File: config.mk
export PLATFORM = sky130hd
export DESIGN_NAME = vram_writer_flat
export DESIGN_NICKNAME = d
export VERILOG_FILES = /design/src/rtl/vram_writer_pkg.sv /design/src/rtl/vram_writer_if.sv /design/src/rtl/vram_writer_fifo.sv /design/src/rtl/vram_writer.sv /design/src/flat_wrapper.sv
export SDC_FILE = /design/constraint.sdc
export NUM_CORES = 1
export LEC_CHECK = 0
export CAP_MARGIN = 10
export CELL_PAD_IN_SITES_DETAIL_PLACEMENT = 0
export CELL_PAD_IN_SITES_GLOBAL_PLACEMENT = 1
export CORE_UTILIZATION = 47
export CTS_BUF_LIST = sky130_fd_sc_hd__clkbuf_2
export DETAILED_ROUTE_END_ITERATION = 7
export GPL_TIMING_DRIVEN = 0
export PLACE_DENSITY = 0.88
export RECOVER_POWER = 100
export SLEW_MARGIN = 20
export SYNTH_ARGS = -nofsm -noshare
export SYNTH_HDL_FRONTEND = slang
export SYNTH_SLANG_ARGS = --single-unit
File: constraint.sdc
create_clock -name clk -period 3.95 [get_ports clk]
set_clock_uncertainty 0.1 [all_clocks]
set_input_delay 0.5925 -clock clk [delete_from_list [all_inputs] [get_ports clk]]
set_output_delay 0.5925 -clock clk [all_outputs]
set_load 0.03 [all_outputs]
File: src/rtl/vram_writer_pkg.sv
// Shared definitions for the VRAM writer: register map, FSM encoding, STATUS layout.
package vram_writer_pkg;

  localparam int LEN_W = 16;

  localparam logic [2:0] REG_DATA   = 3'd0;
  localparam logic [2:0] REG_DST    = 3'd1;
  localparam logic [2:0] REG_LEN    = 3'd2;
  localparam logic [2:0] REG_FILL   = 3'd3;
  localparam logic [2:0] REG_CTRL   = 3'd4;
  localparam logic [2:0] REG_STATUS = 3'd5;

  localparam int CTRL_START = 0;
  localparam int CTRL_CLR   = 1;

  localparam int ST_BUSY = 0;
  localparam int ST_FULL = 1;
  localparam int ST_DONE = 2;
  localparam int ST_OVF  = 3;
  localparam int ST_ERR  = 4;

  typedef enum logic [1:0] {
    IDLE  = 2'd0,
    DRAIN = 2'd1,
    FILL  = 2'd2
  } state_e;

  function automatic logic [31:0] pack_status(input logic err, input logic ovf,
                                              input logic done, input logic full,
                                              input logic busy);
    logic [31:0] s;
    s          = '0;
    s[ST_ERR]  = err;
    s[ST_OVF]  = ovf;
    s[ST_DONE] = done;
    s[ST_FULL] = full;
    s[ST_BUSY] = busy;
    return s;
  endfunction

endpackage

File: src/rtl/vram_writer_if.sv
// CPU data-bus and VRAM write-bus bundle for the VRAM writer.
interface vram_writer_if #(parameter int VADDR_W = 13);
  // Both buses are strobe-only: a dbus write takes effect in every cycle where
  // sel && dbus_wen is high, and exactly one VRAM word is written in every
  // cycle where vbus_wen is high. There is no back-pressure on either side.
  logic               sel;
  logic [15:0]        dbus_addr;
  logic [31:0]        dbus_write;
  logic               dbus_wen;
  logic [31:0]        dbus_read;
  logic [VADDR_W-1:0] vbus_addr;
  logic [31:0]        vbus_write;
  logic               vbus_wen;

  modport master (
    output sel, dbus_addr, dbus_write, dbus_wen,
    input  dbus_read, vbus_addr, vbus_write, vbus_wen
  );

  modport slave (
    input  sel, dbus_addr, dbus_write, dbus_wen,
    output dbus_read, vbus_addr, vbus_write, vbus_wen
  );
endinterface

File: src/rtl/vram_writer_fifo.sv
// Push FIFO for DATA words; a push on full succeeds only if a pop frees a slot the same cycle.
module vram_writer_fifo #(
  parameter int DEPTH = 4,
  parameter int W     = 32
) (
  input  logic                     clk,
  input  logic                     rst_n,
  input  logic                     push,
  input  logic                     pop,
  input  logic [W-1:0]             wdata,
  output logic [W-1:0]             rdata,
  output logic                     full,
  output logic                     empty,
  output logic [$clog2(DEPTH):0]   level
);
  localparam int AW = $clog2(DEPTH);

  logic [W-1:0] mem [DEPTH];
  logic [AW:0]  wr_ptr, rd_ptr;
  logic         do_push, do_pop;

  // Extra pointer bit distinguishes full from empty when the indices coincide.
  assign level   = wr_ptr - rd_ptr;
  assign full    = (level == (AW+1)'(DEPTH));
  assign empty   = (level == '0);
  assign do_pop  = pop && !empty;
  assign do_push = push && (!full || do_pop);
  assign rdata   = mem[rd_ptr[AW-1:0]];

  always_ff @(posedge clk or negedge rst_n) begin
    if (!rst_n) begin
      wr_ptr <= '0;
      rd_ptr <= '0;
    end else begin
      if (do_push) wr_ptr <= wr_ptr + (AW+1)'(1);
      if (do_pop)  rd_ptr <= rd_ptr + (AW+1)'(1);
    end
  end

  always_ff @(posedge clk) begin
    if (do_push) mem[wr_ptr[AW-1:0]] <= wdata;
  end

endmodule

File: src/rtl/vram_writer.sv
// VRAM writer: drains CPU-pushed DATA words or block-fills a constant into VRAM.
// Define VRAM_WRITER_IRQ_EN to drive irq from the done flag; otherwise irq is tied low.
module vram_writer
  import vram_writer_pkg::*;
#(
  parameter int FIFO_DEPTH = 4,
  parameter int VADDR_W    = 13
) (
  input  logic          clk,
  input  logic          rst_n,
  vram_writer_if.slave  bus,
  output logic          busy,
  output logic          irq,
  output state_e        state_dbg
);
  localparam int LW = $clog2(FIFO_DEPTH) + 1;

  state_e             state, state_n;
  logic [VADDR_W-1:0] dst_q;
  logic [LEN_W-1:0]   len_q, count_q;
  logic [31:0]        fill_q;
  logic               done_q, ovf_q, err_q;

  logic               fifo_full, fifo_empty, pop, push_ok;
  logic [31:0]        fifo_rdata;
  logic [LW-1:0]      fifo_level;

  logic [2:0]         idx;
  logic               wr, wr_data, wr_dst, wr_len, wr_fill, wr_ctrl, start, clr, active;
  logic               fill_go, fill_last, len0_done, err_set, ovf_set, done_set;
  logic [31:0]        rd_mux;
  logic               unused_addr_bits;

  assign idx     = bus.dbus_addr[2:0];
  assign wr      = bus.sel && bus.dbus_wen;
  assign wr_data = wr && (idx == REG_DATA);
  assign wr_dst  = wr && (idx == REG_DST);
  assign wr_len  = wr && (idx == REG_LEN);
  assign wr_fill = wr && (idx == REG_FILL);
  assign wr_ctrl = wr && (idx == REG_CTRL);
  assign start   = wr_ctrl && bus.dbus_write[CTRL_START];
  assign clr     = wr_ctrl && bus.dbus_write[CTRL_CLR];
  assign unused_addr_bits = ^bus.dbus_addr[15:3];

  assign active  = (state != IDLE);
  assign busy    = active || !fifo_empty;
  assign pop     = (state == DRAIN) && !fifo_empty;
  assign push_ok = wr_data && (!fifo_full || pop);
  assign ovf_set = wr_data && fifo_full && !pop;
  assign err_set = (start && busy) || ((wr_dst || wr_len) && active);
  assign done_set = fill_last || len0_done;
  assign state_dbg = state;

  vram_writer_fifo #(.DEPTH(FIFO_DEPTH), .W(32)) u_fifo (
    .clk   (clk),
    .rst_n (rst_n),
    .push  (wr_data),
    .pop   (pop),
    .wdata (bus.dbus_write),
    .rdata (fifo_rdata),
    .full  (fifo_full),
    .empty (fifo_empty),
    .level (fifo_level)
  );

  always_ff @(posedge clk or negedge rst_n) begin
    if (!rst_n) state <= IDLE;
    else        state <= state_n;
  end

  // Pending DATA words take priority over a fill; a start seen with words queued is an error.
  always_comb begin
    state_n   = state;
    fill_go   = 1'b0;
    fill_last = 1'b0;
    len0_done = 1'b0;
    case (state)
      IDLE: begin
        if (!fifo_empty) begin
          state_n = DRAIN;
        end else if (start) begin
          if (len_q == '0) begin
            len0_done = 1'b1;
          end else begin
            state_n = FILL;
            fill_go = 1'b1;
          end
        end
      end
      DRAIN: begin
        if (fifo_empty || (fifo_level == LW'(1) && !push_ok)) state_n = IDLE;
      end
      FILL: begin
        if (count_q == LEN_W'(1)) begin
          state_n   = IDLE;
          fill_last = 1'b1;
        end
      end
      default: state_n = IDLE;
    endcase
  end

  always_comb begin
    bus.vbus_wen   = pop || (state == FILL);
    bus.vbus_addr  = dst_q;
    bus.vbus_write = (state == FILL) ? fill_q : fifo_rdata;
  end

  always_ff @(posedge clk or negedge rst_n) begin
    if (!rst_n) begin
      dst_q   <= '0;
      len_q   <= '0;
      fill_q  <= '0;
      count_q <= '0;
    end else begin
      if (bus.vbus_wen)          dst_q <= dst_q + VADDR_W'(1);
      else if (wr_dst && !active) dst_q <= bus.dbus_write[VADDR_W-1:0];
      if (wr_len && !active)     len_q <= bus.dbus_write[LEN_W-1:0];
      if (wr_fill)               fill_q <= bus.dbus_write;
      if (fill_go)               count_q <= len_q;
      else if (state == FILL)    count_q <= count_q - LEN_W'(1);
    end
  end

  // Sticky flags: a set in the same cycle as a clear wins.
  always_ff @(posedge clk or negedge rst_n) begin
    if (!rst_n) begin
      done_q <= 1'b0;
      ovf_q  <= 1'b0;
      err_q  <= 1'b0;
    end else begin
      if (done_set)  done_q <= 1'b1;
      else if (clr)  done_q <= 1'b0;
      if (ovf_set)   ovf_q  <= 1'b1;
      else if (clr)  ovf_q  <= 1'b0;
      if (err_set)   err_q  <= 1'b1;
      else if (clr)  err_q  <= 1'b0;
    end
  end

  always_comb begin
    rd_mux = '0;
    case (idx)
      REG_DST:    rd_mux = 32'(dst_q);
      REG_LEN:    rd_mux = 32'(len_q);
      REG_FILL:   rd_mux = fill_q;
      REG_STATUS: rd_mux = pack_status(err_q, ovf_q, done_q, fifo_full, busy);
      default:    rd_mux = '0;
    endcase
  end

  always_ff @(posedge clk or negedge rst_n) begin
    if (!rst_n) bus.dbus_read <= '0;
    else        bus.dbus_read <= bus.sel ? rd_mux : '0;
  end

`ifdef VRAM_WRITER_IRQ_EN
  assign irq = done_q;
`else
  assign irq = 1'b0;
`endif

endmodule

File: src/flat_wrapper.sv
// flat-port wrapper written by rule: the top's interface ports become plain ports
module vram_writer_flat import vram_writer_pkg::*;
#(
  parameter int FIFO_DEPTH = 4,
  parameter int VADDR_W    = 13
)
  (clk, rst_n, busy, irq, state_dbg, bus_sel, bus_dbus_addr, bus_dbus_write, bus_dbus_wen, bus_dbus_read, bus_vbus_addr, bus_vbus_write, bus_vbus_wen);
  vram_writer_if #(.VADDR_W(VADDR_W)) bus_i ();
  input  logic clk;
  input  logic rst_n;
  output logic busy;
  output logic irq;
  output state_e state_dbg;
  input wire logic [$bits(bus_i.sel)-1:0] bus_sel;
  input wire logic [$bits(bus_i.dbus_addr)-1:0] bus_dbus_addr;
  input wire logic [$bits(bus_i.dbus_write)-1:0] bus_dbus_write;
  input wire logic [$bits(bus_i.dbus_wen)-1:0] bus_dbus_wen;
  output wire logic [$bits(bus_i.dbus_read)-1:0] bus_dbus_read;
  output wire logic [$bits(bus_i.vbus_addr)-1:0] bus_vbus_addr;
  output wire logic [$bits(bus_i.vbus_write)-1:0] bus_vbus_write;
  output wire logic [$bits(bus_i.vbus_wen)-1:0] bus_vbus_wen;
  assign bus_i.sel = bus_sel;
  assign bus_i.dbus_addr = bus_dbus_addr;
  assign bus_i.dbus_write = bus_dbus_write;
  assign bus_i.dbus_wen = bus_dbus_wen;
  assign bus_dbus_read = bus_i.dbus_read;
  assign bus_vbus_addr = bus_i.vbus_addr;
  assign bus_vbus_write = bus_i.vbus_write;
  assign bus_vbus_wen = bus_i.vbus_wen;
  vram_writer #(.FIFO_DEPTH(FIFO_DEPTH), .VADDR_W(VADDR_W)) u_core (.clk(clk), .rst_n(rst_n), .bus(bus_i), .busy(busy), .irq(irq), .state_dbg(state_dbg));
endmodule
==> flow_summary_export.csv <==
group,metric,value,unit
critical_path,cp-start-kind,"flip-flop",
global_route,track_usage,0.226,
routing,detail-route-antenna-nets,0,
die,fp-row-count,54,
routing,first_pass_iters,7,
placement,dp.cells,1150,
placement,dp_hpwl,17000,µm
critical_path,cp_slowest_cell,"dfrtp_1",
critical_path,crit_path_frequent_cell,"inv_1",
yosys,syn_nets,810,
final_layout,fin_util,0.582,
power_and_ir_drop,p_leak,0.00508,µW
sta,fmax,0.266,GHz
sta,final_max_slew_viol_count,64,
critical_path,cp.arrival,3.07,ns
yosys,synth-seq-cells,248,
critical_path,reg2reg_depth,8,
hold_path,min_path_type,"in -> reg",
power_and_ir_drop,total_power,7940,µW
run_status,status,"finished, violations left",
placement,gp_congestion,0.878,
routing,vias,7025,
hold_path,hold_depth,4,
final_layout,final_net_count,1002,
sta,rsz0062_at_grt,"false",
yosys,synth_cell_type_count,64,
power_and_ir_drop,vdd_drop_max,0.364,mV
yosys,synth_edf_count,128,
run_status,violations,"design-rule violations, max-capacitance violations, max-slew violations",
yosys,avgSynthCellArea,14.1,µm²
clocking,clk_pin_slew,0.10,ns
critical_path,path_class,"reg -> out",
routing,viasPerCell,5.54,
global_route,antenna_found_initial,3,
yosys,netlist_area,0.0106,mm²
clocking,cts_tree,"done",
global_route,grt_pass1_wl,39700,µm
placement,io_buffers,117,
critical_path,critPathMaxStageDelay,0.38,ns
die,die_area,0.0231,mm²
critical_path,end_kind,"output port",
clocking,clk_latency,0.79,ns
routing,drt-total-wl,25000,µm
clocking,h-tree-depth,3,
sta,worst_pin_slew,1.66,ns
clocking,numCtsBuffers,66,
final_layout,layout_common_cells,"141 x nand2_1, 128 x edfxtp_1, 118 x dfrtp_1, 112 x clkbuf_2, 63 x clkdlybuf4s50_1",
clocking,clock_path_buffers,3,
sta,period_share,0.952,
global_route,grt_pass1_vias,7220,
sta,setup_tns,0,ns
die,fp.dieH,152,µm
yosys,ys_async_sr_fraction,0.484,
critical_path,cp_max_fo,7,
placement,placed_cell_area,0.0122,mm²
yosys,ys.flop_type,"edfxtp_1",
yosys,ys_seq_area_frac,0.648,
yosys,yosys_warnings,0,
routing,drc,18,
sta,relSlewSlack,-0.106,
clocking,cts-root-buf,"clkbuf_2",
routing,dr.first_iter.drc_count,512,
routing,wl_per_cell,19.7,µm
die,core,0.0220,mm²
final_layout,postLayoutCellArea,0.0128,mm²
final_layout,layout.cells.non_filler,1269,
final_layout,syn2layout_area_growth,20.9,%
final_layout,final_common_cell,"nand2_1",
sta,period_minus_slack,3.76,ns
die,ioPinCount,134,
critical_path,cp.required,3.26,ns
final_layout,drive_above_1_share,0.237,
global_route,grt_overflow,0,
critical_path,cp_cell_sequence,"inv_1 > ha_1 > fa_1 > xnor3_2 > a31oi_4 > nor2_2 > inv_1 > clkdlybuf4s15_2",
sta,hold_viol,0,
sta,setup-violations-final,0,
clocking,clock-sinks,248,
job,cap_violations,1,
die,die_x,152,µm
die,start_util,0.481,
yosys,syn_inst,748,
global_route,grt_max_degree,64,
power_and_ir_drop,power_density,622,mW/mm²
## sequential cells by signal, indices dropped and copies added (netlist names)
signal	cells
u_core.len_q	16
u_core.fill_q	32
u_core.ovf_q	1
u_core.done_q	1
u_core.count_q	16
u_core.bus.dbus_read	32
u_core.u_fifo.mem	128
u_core.err_q	1
u_core.u_fifo.rd_ptr	3
u_core.state_dbg	2
u_core.u_fifo.wr_ptr	3
u_core.bus.vbus_addr	13
## per-stage QoR
stage | worst slack (ns) | hold WS [ns]
2_1_floorplan | 0.904 | 0.197
3_3_place_gp | -2.72 | 0.360
3_5_place_dp | 0.245 | 0.388
4_1_cts | 0.00157 | 0.120
5_1_grt | 0.0163 | 0.378
6_report | 0.191 | 0.379
## timing repair
action	in CTS	in global routing
pin swaps	0	1
gates cloned	0	0
hold buffers	2	0
gates resized for setup	16	9
hold endpoints to repair	67	0
buffers inserted	0	2
endpoints found under the setup margin	33	27
## per-layer routing
| layer | global-route usage | share of wire | vias up |
|---|---|---|---|
| li1 | - | - | 3189 |
| met1 | 0.296 | 0.42 | 3508 |
| met2 | 0.365 | 0.49 | 283 |
| met3 | 0.0536 | 0.069 | 43 |
| met4 | 0.0894 | 0.021 | 2 |
| met5 | 0 | 0.00040 | - |
## area by class of cell
type	instances	area (µm²)
fillers	1819	9190
flip-flops and latches	248	6850
multi-input cells	453	3510
repair buffers	126	1240
clock buffers	95	475
well taps	280	350
plain buffers	36	175
clock inverters	21	136
inverters	9	33.8
diodes	1	2.50
## where the power goes
| group | leakage, µW | switching, µW | internal [µW] |
|---|---|---|---|
| Combinational | 0.00197 | 1580 | 1250 |
| Clock | 0.000459 | 1020 | 776 |
| Sequential | 0.00265 | 316 | 3000 |
| Total | 0.00508 | 2920 | 5020 |
## synthesized netlist by cell type (10+ instances only)
cell	count	area, µm²
buf_2	10	50.1
edfxtp_1	128	3840
o21ai_0	16	80.1
mux4_2	32	721
nand2_1	141	529
nor2_1	30	113
dfrtp_1	120	3000
mux2_2	58	653
and2_1	22	138
a22oi_1	14	105
clkbuf_1	22	82.6
## worst paths after layout
path / end / slack [ns] / from
min: u_core.err_q / 0.38 / bus_dbus_addr[0]
min in group asynchronous: u_core.fill_q[19] / 0.66 / rst_n
min reg2reg: u_core.bus.dbus_read[16] / 0.41 / u_core.fill_q[16]
max: bus_vbus_wen / 0.19 / u_core.u_fifo.wr_ptr[0]
max in group asynchronous: u_core.count_q[10] / 0.83 / rst_n
max reg2reg: u_core.u_fifo.mem[3][28] / 0.33 / u_core.u_fifo.wr_ptr[0]
## logic make-up after synthesis
family                   share of synthesized area
XOR/XNOR                                    0.0122
flip-flops                                   0.648
adder cells (fa/ha/maj)                     0.0126
multiplexers                                 0.136
other                                     0.000355
AND/OR/NAND/NOR                              0.118
buffers and inverters                       0.0200
AO/OA/AOI/OAI                               0.0533
## critical path: cells and delay by family, from the launching register on
kind	cells	cell delay, ns
and+or+nand+nor	1	0.10
xor gates and xnor gates	1	0.33
DFF	1	0.38
buffers and inverters	3	0.61
adders and majority gates	2	0.60
AOI/OAI and AO/OA	1	0.28
(Power assumes the default switching activity.)
